<file path="src/rtl/fifo_arb_pkg.sv">
// Shared types and parameter helpers for the FIFO write-port arbiter.
package fifo_arb_pkg;

    typedef enum logic {
        IDLE = 1'b0,
        BUSY = 1'b1
    } state_t;

    function automatic int clog2(input int n);
        int r;
        r = 0;
        while ((1 << r) < n) r++;
        return r;
    endfunction

    // Index width for NREQ requesters; never narrower than one bit.
    function automatic int idw_of(input int nreq);
        return (clog2(nreq) < 1) ? 1 : clog2(nreq);
    endfunction

endpackage

</file>
<file path="src/rtl/rr_pick.sv">
// Combinational round-robin search: first set bit of req starting at start,
// wrapping modulo NREQ, with excl_last examined only after all others.
module rr_pick #(
    parameter int NREQ = 4,
    parameter int IDW  = 2
) (
    input  logic [NREQ-1:0] req,
    input  logic [IDW-1:0]  start,
    input  logic [IDW-1:0]  excl_last,
    output logic            hit,
    output logic [IDW-1:0]  idx
);

    always_comb begin
        int unsigned pos;
        hit = 1'b0;
        idx = '0;
        pos = 0;
        for (int unsigned k = 0; k < NREQ; k++) begin
            pos = (32'(start) + k) % NREQ;
            if (!hit && req[IDW'(pos)] && (IDW'(pos) != excl_last)) begin
                hit = 1'b1;
                idx = IDW'(pos);
            end
        end
        if (!hit && req[excl_last]) begin
            hit = 1'b1;
            idx = excl_last;
        end
    end

endmodule

</file>
<file path="src/rtl/fifo_wr_arbiter.sv">
// Round-robin arbiter sharing one FIFO write port among NREQ producers,
// holding each grant for up to BURST accepted beats.
module fifo_wr_arbiter
    import fifo_arb_pkg::*;
#(
    parameter int WIDTH = 8,
    parameter int NREQ  = 4,
    parameter int BURST = 4
) (
    input  logic                    clk,
    input  logic                    rst_n,
    input  logic [NREQ-1:0]         req_valid,
    input  logic [NREQ*WIDTH-1:0]   req_data,
    output logic [NREQ-1:0]         req_ready,
    input  logic                    fifo_full,
    output logic                    fifo_wr_en,
    output logic [WIDTH-1:0]        fifo_din,
    output logic                    grant_valid,
    output logic [idw_of(NREQ)-1:0] grant_id
);

    localparam int IDW = idw_of(NREQ);
    localparam int CW  = clog2(BURST + 1);

    state_t          state;
    logic [IDW-1:0]  owner;
    logic [IDW-1:0]  rr_ptr;
    logic [CW-1:0]   beat_cnt;

    logic            busy;
    logic            owner_valid;
    logic            release_now;
    logic [IDW-1:0]  next_owner;
    logic [IDW-1:0]  prev_ptr;
    logic [IDW-1:0]  pick_start;
    logic [IDW-1:0]  pick_last;
    logic            pick_hit;
    logic [IDW-1:0]  pick_idx;

    // One picker serves both the IDLE pick (from rr_ptr) and the release
    // re-pick (from owner+1, owner last); outputs stay combinational so
    // reset drops them asynchronously and fifo_full gates them same-cycle.
    always_comb begin
        busy        = (state == BUSY);
        owner_valid = req_valid[owner];
        next_owner  = (owner == IDW'(NREQ - 1)) ? '0 : owner + IDW'(1);
        prev_ptr    = (rr_ptr == '0) ? IDW'(NREQ - 1) : rr_ptr - IDW'(1);
        pick_start  = busy ? next_owner : rr_ptr;
        pick_last   = busy ? owner : prev_ptr;
        fifo_wr_en  = busy && owner_valid && !fifo_full;
        release_now = busy && (!owner_valid ||
                               (fifo_wr_en && (beat_cnt == CW'(BURST - 1))));
        grant_valid = busy;
        grant_id    = busy ? owner : '0;
        req_ready   = '0;
        fifo_din    = '0;
        for (int unsigned i = 0; i < NREQ; i++) begin
            if (busy && (owner == IDW'(i))) begin
                req_ready[i] = !fifo_full;
                fifo_din     = req_data[i*WIDTH +: WIDTH];
            end
        end
    end

    rr_pick #(
        .NREQ (NREQ),
        .IDW  (IDW)
    ) u_pick (
        .req       (req_valid),
        .start     (pick_start),
        .excl_last (pick_last),
        .hit       (pick_hit),
        .idx       (pick_idx)
    );

    always_ff @(posedge clk or negedge rst_n) begin
        if (!rst_n) begin
            state    <= IDLE;
            owner    <= '0;
            rr_ptr   <= '0;
            beat_cnt <= '0;
        end else begin
            case (state)
                IDLE: begin
                    if (pick_hit) begin
                        state    <= BUSY;
                        owner    <= pick_idx;
                        beat_cnt <= '0;
                    end
                end
                BUSY: begin
                    if (release_now) begin
                        rr_ptr   <= next_owner;
                        beat_cnt <= '0;
                        if (pick_hit) owner <= pick_idx;
                        else          state <= IDLE;
                    end else if (fifo_wr_en) begin
                        beat_cnt <= beat_cnt + CW'(1);
                    end
                end
                default: state <= IDLE;
            endcase
        end
    end

endmodule

</file>
<file path="config.mk">
export PLATFORM = sky130hd
export DESIGN_NAME = fifo_wr_arbiter
export DESIGN_NICKNAME = d
export VERILOG_FILES = /design/src/rtl/fifo_arb_pkg.sv /design/src/rtl/rr_pick.sv /design/src/rtl/fifo_wr_arbiter.sv
export SDC_FILE = /design/constraint.sdc
export NUM_CORES = 1
export LEC_CHECK = 0
export CORE_ASPECT_RATIO = 0.75
export CORE_MARGIN = 3
export CORE_UTILIZATION = 36
export CTS_BUF_LIST = sky130_fd_sc_hd__clkbuf_8
export DETAILED_ROUTE_END_ITERATION = 16
export MAX_ROUTING_LAYER = met4
export PLACE_DENSITY_LB_ADDON = 0.12
export SLEW_MARGIN = 10
export SYNTH_ARGS = -nofsm -noshare
export SYNTH_HDL_FRONTEND = slang
export SYNTH_SLANG_ARGS = --single-unit
export TNS_END_PERCENT = 100
</file>
<file path="constraint.sdc">
create_clock -name clk -period 3.7 [get_ports clk]
set_input_delay 1.11 -clock clk [delete_from_list [all_inputs] [get_ports clk]]
set_output_delay 1.11 -clock clk [all_outputs]
set_load 0.02 [all_outputs]
</file>
==> flow_summary_export.csv <==
group,metric,value,unit
placed_design,dpl_worst_slack,-0.250,ns
synthesis,ys.flop_type,"dfrtp_1",
worst_setup_path,crit_type,"in2out",
global_route,grt_pass1_vias,1289,
worst_setup_path,critPathArrivalTime,2.54,ns
timing,layout_setup_ws,0.0523,ns
min_path,hp-class,"reg2reg",
synthesis,ys_seq_area_frac,0.142,
floorplanning,pin_count,55,
synthesis,syn_avg_cell_area,7.39,µm²
synthesis,ys_types,55,
synthesis,async_flop_share,1.00,
worst_setup_path,startpoint_type,"input pin",
clocking,clock_path_buffers,2,
route,vias,1562,
synthesis,syn_inst,191,
clocking,ctsHoldBuffers,0,
floorplanning,dieArea,4720,µm²
synthesis,yosys.area_share.simple,0.327,
timing,finalMaxSlewViolations,0,
layout,finish.utilization,0.554,
synthesis,netlist_area,1410,µm²
route,vias_per_cell,5.17,
synthesis,yosysTopAreaCell,"dfrtp_1",
placed_design,gp_congestion,0.953,
route,drt_wl_total,4.16,mm
min_path,whs_path_depth,1,
min_path,min-delay-start,"beat_cnt[2]",
layout,area_growth,45.6,%
synthesis,synth_compound_area_frac,0.277,
timing,min_period,3.65,ns
timing,worstMarginPinSlew,0.717,ns
power,p_leak,0.928,nW
placed_design,hpwl,3.43,mm
clocking,cts.htree.levels,1,
timing,hold_violations,0,
synthesis,synth_top_family_by_area,"simple AND/OR/NAND/NOR gates",
power,ir_drop,0.000619,V
synthesis,synth_top_area_frac,0.142,
layout,num-nets-final,297,
floorplanning,die_h,60.2,µm
floorplanning,floorplan.initialDensity,0.381,
clocking,cts-root-buf,"clkbuf_8",
worst_setup_path,crit_start,"req_valid[2]",
placed_design,portBuffers,54,
layout,layout-drive-gt1-share,0.168,
synthesis,synth_seq_cells,8,
synthesis,synth_fa_ha_area_frac,0.0532,
route,wl_per_cell,13.8,µm
layout,fillCellCount,369,
synthesis,yosysWarnings,0,
timing,rsz0062_at_grt,"yes",
global_route,grt_start_max_net_pins,25,
global_route,grtUsageTotal,0.177,
global_route,grt_first_pass_wirelength,6.47,mm
timing,setup_violations,0,
route,postRouteAntennaNets,0,
timing,fin_crit_sh,0.986,
worst_setup_path,crit_path_end_kind,"primary output",
placed_design,place_area,2040,µm²
global_route,antenna_found_initial,0,
job,drv_cap,0,
worst_setup_path,crit_fanout,4,
clocking,insertion_delay,0.23,ns
clocking,cts_tree,"built",
route,drc_errors,0,
route,drt_iter0_drc,130,
floorplanning,num_rows,19,
synthesis,synth_nets,236,
global_route,grt-ovfl-total,0,
timing,fmax,274,MHz
clocking,clkTransAtPathRegs,0.04,ns
synthesis,ys_top_cells_by_count,"nand2_1 (26), a21oi_1 (20), nor2_1 (18)",
clocking,cts_made_buffers,3,
synthesis,yosysMostFrequentCell,"nand2_1",
timing,clock_skew,0.00467,ns
power,power_density,985,nW/µm²
status,status,"finished, final reports clean",
synthesis,synth_xor_area_frac,0.0177,
floorplanning,die_x,78.3,µm
timing,relSlewSlack,0.522,
synthesis,synth-edff-count,0,
worst_setup_path,r2r_start,"owner[0]",
worst_setup_path,r2r_cells,9,
clocking,cts.sinks,8,
synthesis,synth_mux_area_frac,0.119,
layout,antennaDiodeCount,0,
layout,final_area,2050,µm²
power,total_power,0.00202,W
floorplanning,core_area,3710,µm²
worst_setup_path,worstPathRequired,2.59,ns
synthesis,synthTopCellsByArea,"dfrtp_1 (14%), a21oi_1 (7.1%), nand2_1 (6.9%), mux2i_1 (6.4%), ha_1 (5.3%)",
route,firstDrtPassIters,4,
clocking,post-cts-setup-buffer-count,0,
[routing by layer]
layer | up-vias | share of wire | global-route usage | routed length [µm]
met5 | - | 0 | - | 0
met4 | 0 | 0.0014 | 0.0150 | 6
met3 | 2 | 0.10 | 0.0497 | 428
met2 | 72 | 0.37 | 0.220 | 1550
met1 | 682 | 0.52 | 0.281 | 2180
li1 | 806 | - | - | -
[report_power, final]
part	internal, W	switching, W	leakage [nW]
Sequential	0.000127	0.0000361	0.0970
Combinational	0.000772	0.000985	0.810
Clock	0.0000703	0.0000325	0.0216
Total	0.000969	0.00105	0.928
[cells by family after synthesis]
| logic type | after synthesis |
|---|---|
| DFF | 8 |
| buffers and inverters | 17 |
| xor gates and xnor gates | 2 |
| and+or+nand+nor | 85 |
| adders and majority gates | 6 |
| muxes | 14 |
| AOI/OAI and AO/OA | 59 |
[repair_timing]
action                                  in CTS  in global routing
endpoints found under the setup margin       9                 11
gates resized for setup                     10                 16
cloned                                       0                  0
[layout make-up]
class / count / area [µm²] / area share
tap: 52 / 65.1 / 0.0317
sequential: 8 / 200 / 0.0974
timing repair buffer: 65 / 601 / 0.292
multi-input combinational: 166 / 1120 / 0.544
inverter: 8 / 30.0 / 0.0146
clock buffer: 3 / 41.3 / 0.0201
[sequential cells by signal, indices dropped and copies added, names as in the netlist]
| signal | flops |
|---|---|
| beat_cnt | 3 |
| owner | 2 |
| rr_ptr | 2 |
| grant_valid | 1 |
[per-stage QoR]
step           TNS (ns)  std cells  hold WS, ns
2_1_floorplan         0        191        0.450
3_3_place_gp      -1.91        299        0.465
3_5_place_dp      -1.80        299        0.473
4_1_cts               0        302        0.482
5_1_grt         -0.0686        302        0.519
6_report              0        302        0.473
[cell usage in the layout, fill, tap and decap left out, drive strengths merged, types with 5 or more instances in the layout]
cell type,instances
o21ai,11
ha,6
clkdlybuf4s50,43
dfrtp,8
nor2,19
a21oi,21
nor3b,5
mux2i,10
and2,7
buf,11
clkbuf,8
nand2b,8
nand2,26
inv,8
[worst max-delay path, cell delays in order]
cell and delay [ns]:
clkdlybuf4s50_1 0.47, mux4_2 0.53, nand2_1 0.10, inv_1 0.04
clkdlybuf4s15_1 0.28
[worst paths after layout]
check	to	slack, ns
worst max-delay path	fifo_wr_en	0.05
worst min register to register	beat_cnt[2]	0.47
worst min-delay path	beat_cnt[2]	0.47
min in group asynchronous	owner[1]	1.17
max in group asynchronous	grant_valid	2.26
worst max register to register	beat_cnt[0]	0.68
Power figures use the tool's default switching activity.
